[config.mk]
export PLATFORM = sky130hd
export DESIGN_NAME = uart_transmitter
export DESIGN_NICKNAME = d
export VERILOG_FILES = /design/src/rtl/uart_transmitter.sv
export SDC_FILE = /design/constraint.sdc
export NUM_CORES = 1
export LEC_CHECK = 0
export CAP_MARGIN = 20
export CORE_MARGIN = 5
export CORE_UTILIZATION = 58
export DETAILED_ROUTE_END_ITERATION = 8
export PLACE_DENSITY = 0.93
export SYNTH_ARGS = -nofsm -noshare
export SYNTH_HDL_FRONTEND = slang
export SYNTH_SLANG_ARGS = --single-unit
export TNS_END_PERCENT = 1
[constraint.sdc]
create_clock -name sample_clk -period 6.4 [get_ports sample_clk]
set_input_delay 1.28 -clock sample_clk [delete_from_list [all_inputs] [get_ports sample_clk]]
set_output_delay 1.28 -clock sample_clk [all_outputs]
set_load 0.01 [all_outputs]
[src/rtl/uart_transmitter.sv]
// uart_transmitter: sends one byte per accepted tx_start as start, 8 data bits LSB first, stop.
// Define UART_TX_PARITY_EN to insert an even-parity bit between the last data bit and the stop bit.
module uart_transmitter #(
    parameter int SAMPLES_PER_BIT = 8,
    parameter int DATA_BITS       = 8
) (
    input  logic       sample_clk,
    input  logic       rstn,
    input  logic [7:0] data_in,
    input  logic       tx_start,
    output logic       serial_out,
    output logic       tx_busy,
    output logic       tx_done
);

    localparam logic [3:0] SAMPLE_LAST = 4'(SAMPLES_PER_BIT - 1);
    localparam logic [2:0] BIT_LAST    = 3'(DATA_BITS - 1);

    typedef enum logic [2:0] {
        ST_IDLE     = 3'd0,
        ST_STARTING = 3'd1,
        ST_SENDING  = 3'd2,
`ifdef UART_TX_PARITY_EN
        ST_PARITY   = 3'd3,
`endif
        ST_STOPPING = 3'd4
    } state_t;

    state_t     state, state_nxt;
    logic [7:0] shift_reg, shift_nxt;
    logic [3:0] sample_cnt, sample_cnt_nxt;
    logic [2:0] bit_cnt, bit_cnt_nxt;
    logic       serial_nxt, busy_nxt, done_nxt;
    logic       sample_end;
`ifdef UART_TX_PARITY_EN
    logic       parity_bit, parity_nxt;
`endif

    assign sample_end = (sample_cnt == SAMPLE_LAST);

    always_ff @(posedge sample_clk or negedge rstn) begin
        if (!rstn) begin
            state      <= ST_IDLE;
            shift_reg  <= 8'h00;
            sample_cnt <= 4'd0;
            bit_cnt    <= 3'd0;
            serial_out <= 1'b1;
            tx_busy    <= 1'b0;
            tx_done    <= 1'b0;
`ifdef UART_TX_PARITY_EN
            parity_bit <= 1'b0;
`endif
        end else begin
            state      <= state_nxt;
            shift_reg  <= shift_nxt;
            sample_cnt <= sample_cnt_nxt;
            bit_cnt    <= bit_cnt_nxt;
            serial_out <= serial_nxt;
            tx_busy    <= busy_nxt;
            tx_done    <= done_nxt;
`ifdef UART_TX_PARITY_EN
            parity_bit <= parity_nxt;
`endif
        end
    end

    // Each state computes the registered line level for the next cycle, so bit edges land exactly on counter wrap.
    always_comb begin
        state_nxt      = state;
        shift_nxt      = shift_reg;
        sample_cnt_nxt = sample_cnt;
        bit_cnt_nxt    = bit_cnt;
        serial_nxt     = serial_out;
        busy_nxt       = tx_busy;
        done_nxt       = 1'b0;
`ifdef UART_TX_PARITY_EN
        parity_nxt     = parity_bit;
`endif
        case (state)
            ST_IDLE: begin
                serial_nxt = 1'b1;
                busy_nxt   = 1'b0;
                if (tx_start) begin
                    state_nxt      = ST_STARTING;
                    shift_nxt      = data_in;
                    sample_cnt_nxt = 4'd0;
                    bit_cnt_nxt    = 3'd0;
                    serial_nxt     = 1'b0;
                    busy_nxt       = 1'b1;
`ifdef UART_TX_PARITY_EN
                    parity_nxt     = ^data_in;
`endif
                end
            end
            ST_STARTING: begin
                if (sample_end) begin
                    sample_cnt_nxt = 4'd0;
                    serial_nxt     = shift_reg[0];
                    shift_nxt      = {1'b0, shift_reg[7:1]};
                    state_nxt      = ST_SENDING;
                end else begin
                    sample_cnt_nxt = sample_cnt + 4'd1;
                end
            end
            ST_SENDING: begin
                if (sample_end) begin
                    sample_cnt_nxt = 4'd0;
                    if (bit_cnt == BIT_LAST) begin
`ifdef UART_TX_PARITY_EN
                        serial_nxt = parity_bit;
                        state_nxt  = ST_PARITY;
`else
                        serial_nxt = 1'b1;
                        state_nxt  = ST_STOPPING;
`endif
                    end else begin
                        bit_cnt_nxt = bit_cnt + 3'd1;
                        serial_nxt  = shift_reg[0];
                        shift_nxt   = {1'b0, shift_reg[7:1]};
                    end
                end else begin
                    sample_cnt_nxt = sample_cnt + 4'd1;
                end
            end
`ifdef UART_TX_PARITY_EN
            ST_PARITY: begin
                if (sample_end) begin
                    sample_cnt_nxt = 4'd0;
                    serial_nxt     = 1'b1;
                    state_nxt      = ST_STOPPING;
                end else begin
                    sample_cnt_nxt = sample_cnt + 4'd1;
                end
            end
`endif
            ST_STOPPING: begin
                if (sample_end) begin
                    sample_cnt_nxt = 4'd0;
                    serial_nxt     = 1'b1;
                    busy_nxt       = 1'b0;
                    done_nxt       = 1'b1;
                    state_nxt      = ST_IDLE;
                end else begin
                    sample_cnt_nxt = sample_cnt + 4'd1;
                end
            end
            default: begin
                state_nxt  = ST_IDLE;
                serial_nxt = 1'b1;
                busy_nxt   = 1'b0;
            end
        endcase
    end

endmodule

==> run metrics <==
gr ovfl total=0; post-route ant nets=0; Post-synth top cells=dfrtp_1 (20), mux2_2 (14), nand2_1 (9), nand3_1 (8), o21ai_0 (7); post-DP HPWL=1730 µm; setup TNS=0 ps; Final period util=0.451; Critical Path Sink Type=register; DR vias=936; EDFF count, synth=0; Die Wd=55.5 µm; Synth Flop Type=dfrtp_1; Peak VDD IR=0.308 mV; hold_buf cts=0; Clock Pin Slew Worst Setup and Hold Paths=120 ps; simple-gate share of the synthesized area=0.183; Synth area leaders=dfrtp_1 (42%), mux2_2 (13%), nand3_1 (3.3%), ha_1 (3.1%), o21ai_0 (2.9%); row count=16; Clk Latency, worst-skew pair=300 ps; max layer used=met4; total track usage=0.159; CTS Buffer Depth=2; Yosys warnings=0; Worst Setup SP=tx_start; hold_sp=shift_reg[7]$_DFFE_PN0P_; maxcap violations=0; class of the worst hold path=reg -> reg; post-synthesis adder-cell area fraction=0.0312; crit path DAT=3080 ps; core area=1960 µm²; xor/xnor share of the synthesized area=0.00728; worst setup path category=in -> reg; most frequent cell after synthesis=dfrtp_1; fraction of registers with async set/reset=1.00; largest net degree at the start of global routing=22; syn_area_per_cell=10.3 µm²; GP Congestion=0.872; Peak Freq=0.347 GHz; status=finished clean; metal3 WL=128 µm; Initial Util=0.613; sequential share of the synthesized area=0.438; synthesized cell area=1200 µm²; reg2reg start=bit_cnt[0]$_DFFE_PN0P_; Area Growth Syn to Fin=14.4%; Final Hold Viols=0; wire length per cell=15.2 µm; Post-Synthesis Cells=117; Least-Margin Pin Slew=621 ps; Syn Nets=131; post-synthesis compound-gate area fraction=0.153; Chip Height=55.5 µm; wire length on met1=970 µm; Top-Level Pins=14; TritonCTS clock tree=done; RSZ-0062 raised after global routing=no; mux cell area share after synthesis=0.140; Slew Limit Fails=0; CTS root buf=clkbuf_4; cts bufs inserted=3; critical path required time=6600 ps; PortBufs=13; Max-Slew Margin vs Limit=0.586; post-layout net count=142; drt drc=0; final WL=2340 µm; library cells used by synthesis=39; crit start category=input pin; Clock Sinks=21; largest family of logic cells by synthesized area=simple AND/OR/NAND/NOR gates; vias in the first global route=893; Synth Register Bits=21; initial antenna violation count=0; Tmin final=2880 ps; DIE AREA=3080 µm²; final hold slack=499 ps; first-pass GRT wire length=3980 µm; PwrDens=407 nW/µm²; layout cells sized above 1=0.173; cell total after placement=149; drt pass-1 iters=6; area leader, netlist=dfrtp_1; Final Setup Violations=0; met2 WL=1220 µm; diode count=0; leakage power total=0.000573 µW; Post-CTS Setup Bufs=0; Final Skew=4.21 ps; share of Yosys cell area claimed by the top area cell type=0.416; routed vias/inst=6.08; CP max FO=8; H-Tree Depth=1; final std cells w/o fill=154; Detailed Route Iter0 Violations=48; Largest register FFs=8; cts repair resizes=0
cell type report:
type	count	area, µm²
multi-input cells	85	619
fillers	159	587
flip-flops and latches	21	527
repair buffers	14	158
well taps	27	33.8
clock buffers	4	26.3
inverters	3	11.3
final timing paths:
| kind | slack (ps) | cells after the start | end |
|---|---|---|---|
| max | 3520 | 5 | shift_reg[0]$_DFFE_PN0P_ |
| min | 500 | 1 | shift_reg[7]$_DFFE_PN0P_ |
| max reg2reg | 4150 | 6 | shift_reg[0]$_DFFE_PN0P_ |
| min reg2reg | 500 | 1 | shift_reg[7]$_DFFE_PN0P_ |
| max in group asynchronous | 4800 | 2 | serial_out$_DFFE_PN1P_ |
| min in group asynchronous | 1170 | 1 | sample_cnt[0]$_DFFE_PN0P_ |
worst max-delay path, cell delays in order:
cell and delay (ps):
clkdlybuf4s50_1 510, nand2b_1 160, a21o_1 250, a221oi_4 480, mux2_2 400
metal layers:
layer,global-route usage,vias to the layer above
met5,0,-
met4,0.0556,0
met3,0.0326,2
met2,0.269,26
met1,0.199,460
li1,-,448
cell families after synthesis:
logic type      count (synthesis)
simple gates                   40
compound gates                 26
flops                          21
mux                            15
buf+inv                        11
fa+ha+maj                       3
xor+xnor                        1
power by group:
group	switching (µW)	total, µW	internal [µW]
Combinational	115	251	135
Clock	39.4	63.7	24.3
Sequential	56.8	245	188
Total	212	559	348
cell usage in the layout (no fill, tap or decap), types with 2 or more instances in the layout:
master           netlist  final
inv_1                  3      3
or3_1                  2      2
a31oi_1                2      2
nand2b_1               2      2
clkbuf_4               0      3
ha_1                   3      3
a21oi_1                6      6
mux2_2                14     14
nand4_1                5      5
nor2_1                 4      4
clkdlybuf4s50_1        0     13
nand2_1                9      9
o21ai_0                7      7
nor2b_1                2      2
dfrtp_1               20     20
o211ai_1               2      2
nand3_1                8      8
stage by stage:
step	instance area [µm²]	util	setup WS (ps)	power (µW)
global route	1380	0.701	3420	603
finish	1380	0.701	3520	559
floorplan	1200	-	3870	438
CTS	1350	0.687	3530	560
global placement	1320	0.673	3260	476
detailed placement	1320	0.673	3200	496
Note: power is estimated with default switching activity, not from simulation.
